<file path="src/rtl/dsp_pkg.sv">
// Shared definitions for the DSP core program-flow front end:
// flow opcode encoding and default geometry of the PC and hardware stack.
package dsp_pkg;

  localparam int              PC_W_DEF       = 12;
  localparam int              PC_STEP_DEF    = 2;
  localparam int              DEPTH_DEF      = 4;
  localparam logic [11:0]     INT_VECTOR_DEF = 12'h002;

  typedef enum logic [2:0] {
    OP_NEXT  = 3'd0,
    OP_B     = 3'd1,
    OP_BCOND = 3'd2,
    OP_CALL  = 3'd3,
    OP_CALA  = 3'd4,
    OP_RET   = 3'd5,
    OP_PUSH  = 3'd6,
    OP_POP   = 3'd7
  } op_e;

endpackage

</file>
<file path="src/rtl/hw_stack.sv">
// DEPTH x PC_W shift stack: push when full drops the bottom entry,
// pop when empty re-reads the bottom entry (bottom is duplicated on pop).
module hw_stack
  import dsp_pkg::*;
#(
  parameter int PC_W  = PC_W_DEF,
  parameter int DEPTH = DEPTH_DEF,
  parameter int DW    = $clog2(DEPTH + 1)
) (
  input  logic            clk,
  input  logic            reset,
  input  logic            push,
  input  logic            pop,
  input  logic [PC_W-1:0] value,
  output logic [PC_W-1:0] top,
  output logic [DW-1:0]   depth
);

  logic [PC_W-1:0] r_entry [DEPTH];
  logic [DW-1:0]   r_depth;

  // Entry shift register and saturating occupancy count
  always_ff @(posedge clk) begin
    if (reset) begin
      for (int i = 0; i < DEPTH; i++) r_entry[i] <= {PC_W{1'b0}};
      r_depth <= {DW{1'b0}};
    end else if (push) begin
      r_entry[0] <= value;
      for (int i = 1; i < DEPTH; i++) r_entry[i] <= r_entry[i-1];
      if (r_depth != DW'(DEPTH)) r_depth <= r_depth + DW'(1);
    end else if (pop) begin
      for (int i = 0; i < DEPTH - 1; i++) r_entry[i] <= r_entry[i+1];
      if (r_depth != {DW{1'b0}}) r_depth <= r_depth - DW'(1);
    end
  end

  assign top   = r_entry[0];
  assign depth = r_depth;

endmodule

</file>
<file path="src/rtl/program_sequencer.sv">
// Program counter and next-PC resolution for sequential, branch, call,
// return and interrupt flow, with the hardware return stack.
module program_sequencer
  import dsp_pkg::*;
#(
  parameter int              PC_W       = PC_W_DEF,
  parameter int              PC_STEP    = PC_STEP_DEF,
  parameter int              DEPTH      = DEPTH_DEF,
  parameter logic [PC_W-1:0] INT_VECTOR = PC_W'(INT_VECTOR_DEF)
) (
  input  logic                         clk,
  input  logic                         reset,
  input  logic [2:0]                   op,
  input  logic                         cond,
  input  logic [PC_W-1:0]              target,
  input  logic [PC_W-1:0]              acc_lo,
  input  logic                         stall,
  input  logic                         int_req,
  input  logic                         int_en,
  output logic [PC_W-1:0]              pc,
  output logic [PC_W-1:0]              stack_top,
  output logic [$clog2(DEPTH+1)-1:0]   depth,
  output logic                         int_ack
);

  logic [PC_W-1:0] r_pc;
  logic            r_int_ack;
  logic [PC_W-1:0] w_pc_inc;
  logic [PC_W-1:0] w_pc_next;
  logic [PC_W-1:0] w_push_val;
  logic [PC_W-1:0] w_top;
  logic            w_push;
  logic            w_pop;
  logic            w_take_int;

  assign w_pc_inc   = r_pc + PC_W'(PC_STEP);
  assign w_take_int = int_req & int_en & ~stall;

  // Next-PC and stack control; stall holds everything, interrupt squashes op
  always_comb begin
    w_pc_next  = r_pc;
    w_push     = 1'b0;
    w_pop      = 1'b0;
    w_push_val = w_pc_inc;
    if (stall) begin
      w_pc_next = r_pc;
    end else if (w_take_int) begin
      w_push     = 1'b1;
      w_push_val = r_pc;  // squashed instruction re-executes on return
      w_pc_next  = INT_VECTOR;
    end else begin
      case (op_e'(op))
        OP_NEXT:  w_pc_next = w_pc_inc;
        OP_B:     w_pc_next = target;
        OP_BCOND: w_pc_next = cond ? target : w_pc_inc;
        OP_CALL: begin
          w_push    = 1'b1;
          w_pc_next = target;
        end
        OP_CALA: begin
          w_push    = 1'b1;
          w_pc_next = acc_lo;
        end
        OP_RET: begin
          w_pop     = 1'b1;
          w_pc_next = w_top;
        end
        OP_PUSH: begin
          w_push     = 1'b1;
          w_push_val = acc_lo;
          w_pc_next  = w_pc_inc;
        end
        OP_POP: begin
          w_pop     = 1'b1;
          w_pc_next = w_pc_inc;
        end
        default:  w_pc_next = w_pc_inc;
      endcase
    end
  end

  // PC register and interrupt acknowledge pulse
  always_ff @(posedge clk) begin
    if (reset) begin
      r_pc      <= {PC_W{1'b0}};
      r_int_ack <= 1'b0;
    end else begin
      r_pc      <= w_pc_next;
      r_int_ack <= w_take_int;
    end
  end

  hw_stack #(
    .PC_W  (PC_W),
    .DEPTH (DEPTH)
  ) u_stack (
    .clk   (clk),
    .reset (reset),
    .push  (w_push),
    .pop   (w_pop),
    .value (w_push_val),
    .top   (w_top),
    .depth (depth)
  );

  assign pc        = r_pc;
  assign stack_top = w_top;
  assign int_ack   = r_int_ack;

endmodule
</file>
<file path="config.mk">
export PLATFORM = sky130hd
export DESIGN_NAME = program_sequencer
export DESIGN_NICKNAME = d
export VERILOG_FILES = /design/src/rtl/dsp_pkg.sv /design/src/rtl/hw_stack.sv /design/src/rtl/program_sequencer.sv
export SDC_FILE = /design/constraint.sdc
export NUM_CORES = 1
export LEC_CHECK = 0
export ABC_CLOCK_PERIOD_IN_PS = 3500
export BUFFER_PORTS_ARGS = -buffer_cell sky130_fd_sc_hd__buf_2
export CAP_MARGIN = 40
export CORE_UTILIZATION = 51
export CTS_CLUSTER_DIAMETER = 150
export DETAILED_ROUTE_END_ITERATION = 8
export PLACE_DENSITY = 0.76
export SLEW_MARGIN = 20
export SYNTH_ARGS = -nofsm -noshare
export SYNTH_HDL_FRONTEND = slang
export SYNTH_HIERARCHICAL = 1
export SYNTH_SLANG_ARGS = --single-unit
</file>
<file path="constraint.sdc">
create_clock -name clk -period 3.5 [get_ports clk]
set_clock_uncertainty 0.2 [all_clocks]
set_input_delay 0.7 -clock clk [delete_from_list [all_inputs] [get_ports clk]]
set_output_delay 0.7 -clock clk [all_outputs]
set_load 0.01 [all_outputs]
</file>
==> results.tsv <==
metric	value	unit
Post-CTS Setup Bufs	0	
multi-input combinational cell area	1740	sq um
initial antenna violation count	0	
leakage	1.67	nW
clock latency at the later pin of the worst-skew pair	0.34	ns
maximum fanout along the worst path	15	
Hold-fix buffers, CTS	0	
global-route wire length before repair	14300	um
post-synthesis sequential area ratio	46.7	%
Commonest cells post-synth	edfxtp_1 (48), a21oi_1 (30), a22o_1 (28)	
FILL cells	612	
Reg clk slew, reported paths	0.08	ns
Worst-Margin Slew	0.774	ns
Synth Area in Simple Gates	14.9	%
Finished Cell Area	4230	sq um
total grt overflow	0	
Compound-Gate Fraction of Synth Area	22.7	%
FF+latch count, synth	64	
# setup viols final	0	
WL final	9100	um
DRT Pass-1 Iters	5	
Antenna Cells	0	
syn nets	412	
synth top area cells	edfxtp_1 (38%), dfxtp_1 (8.5%), a22o_1 (6.5%)	
Logic pwr share	14.1	%
post-synthesis cell count	377	
Max-Cap Viols	0	
DIE WIDTH	88.0	um
Post-Synth XOR/XNOR Area	2.52	%
adder-cell share of the synthesized area	0.863	%
minimum clock period	2.67	ns
Worst EP required	3.57	ns
Setup CP Type	input pin to flip-flop	
Avg Inst Size Synth	10.0	sq um
status	completed	
power per cell area	438	nW/um^2
Core ar.	6980	sq um
vias in the first global route	2803	
Internal	1.37	mW
DP Area	4030	sq um
Cell variety after synth	57	
min-delay worst type	flip-flop to flip-flop	
gp weighted congestion	0.953	
Seq pwr share	50.2	%
gr usage total	24.8	%
clock tree buffer depth	2	
drc violations	0	
Sw Share	25.9	%
ratio of cells with drive above 1 in the final layout	23.7	%
period utilisation layout	76.3	%
Clock Sinks	64	
Crit. End Element	flip-flop	
peak supply drop	0.252	mV
largest net degree at the start of global routing	28	
Ports	61	
RSZ-0062 raised after global routing	false	
Nets	453	
post-route ant nets	0	
cell with the most instances after synthesis	edfxtp_1	
CTS buffer count	9	
Psw	479	uW
DR WL/cell	17.6	um
synth warn	6	
Slew Limit Headroom	48.2	%
minimum hold slack	0.324	ns
drt via density	6.13	
synthesis-to-layout area growth	12.2	%
cell area after synthesis	3770	sq um
Yosys top cell area share	38.2	%
Starting DRT DRC Count	174	
final slew viol count	0	
clock root buffer	clkbuf_8	
Seq. cell area	1760	sq um
clock share of power	35.7	%
CTS tree	done	
Main synth FF type	edfxtp_1	
arrival time worst endpoint	2.74	ns
largest family of logic cells by synthesized area	compound AO/OA/AOI/OAI gates	
initial core utilization	54.0	%
die height	88.0	um
Critical Path Source Type	input pin	
die area	7740	sq um
Overall Power	1.85	mW
routed vias	3176	
post-cts resize count	0	
Post-synth ARST share	0	%
Port Buffers	60	
Post-synth EDFFs	48	
fmax	375	MHz
multiplexer share of the synthesized area	4.91	%
DP HPWL	6540	um
largest area contributor in the netlist	edfxtp_1	
Fin. Hold Viols	0	
CTS H-tree lvls	3	
Core Rows	30	
setup TNS after final layout	0	ns
==> through the flow <==
step | worst slack [ns] | cells | util, %
2_1_floorplan | 0.0819 | 377 | -
3_3_place_gp | 0.570 | 503 | 57.7
3_5_place_dp | 0.520 | 503 | 57.7
4_1_cts | 0.865 | 518 | 60.6
5_1_grt | 0.712 | 518 | 60.6
6_report | 0.831 | 518 | 60.6
==> flip-flops by register name, indices dropped and copies added, names as in the netlist <==
register	cells
u_stack/r_entry	48
int_ack	1
u_stack/depth	3
pc	12
==> worst max-delay path, cell delays in order <==
cell and delay (ns):
buf_2 0.18, nor2b_1 0.18, nand2_1 0.09, a31oi_2 0.25
inv_1 0.11, fa_1 0.39, or3b_1 0.38, or3_1 0.31
a31oi_1 0.15
==> final timing paths <==
path                            slack (ns)                     end  depth (start not counted)  start
worst max-delay path                  0.83        u_stack/depth[2]                          9  op[2]
worst min-delay path                  0.32                   pc[0]                          2  pc[0]
worst max register to register        1.10  u_stack/r_entry[0][11]                          7  pc[1]
worst min register to register        0.32                   pc[0]                          2  pc[0]
==> power groups by stage <==
stage | sequential [mW] | clock (mW) | combinational (mW)
after floorplan | 0.923 | 0 | 0.192
after global placement | 0.943 | 0 | 0.252
after detailed placement | 0.945 | 0 | 0.256
after CTS | 0.929 | 0.672 | 0.258
after global routing | 0.936 | 0.701 | 0.287
final | 0.930 | 0.661 | 0.262
==> layout make-up <==
type	instances	share of cell area, %
sequential	64	41.6
tap	96	2.84
clock buffer	10	3.02
multi-input combinational	264	41.0
inverter	8	0.710
timing repair buffer	71	9.05
clock inverter	5	1.71
==> layer usage <==
layer / up-vias / share of wire [%] / wire, um / track usage [%]
li1: 1502 / - / - / -
met1: 1490 / 45 / 4080 / 34.5
met2: 166 / 46 / 4210 / 38.0
met3: 18 / 7.3 / 664 / 3.77
met4: 0 / 1.6 / 148 / 11.8
met5: - / 0 / 0 / 0
==> cell families after synthesis <==
kind of cell               count (synthesis)
AOI/OAI and AO/OA                        124
and+or+nand+nor                          110
DFF                                       64
buffers and inverters                     49
muxes                                     18
xor gates and xnor gates                  10
adders and majority gates                  2
==> cell usage in the layout, fill, tap and decap left out, types with 7 or more instances in the layout <==
cell type	n
edfxtp_1	48
o22ai_1	12
nor2_1	19
inv_1	7
a21oi_1	30
dfxtp_1	16
nand2_1	27
clkbuf_8	9
buf_4	11
buf_2	60
o21ai_0	17
a31oi_1	8
mux2i_1	14
a22o_1	28
a22oi_1	7
and2_1	13
nand3_1	16
(Power assumes the default switching activity.)
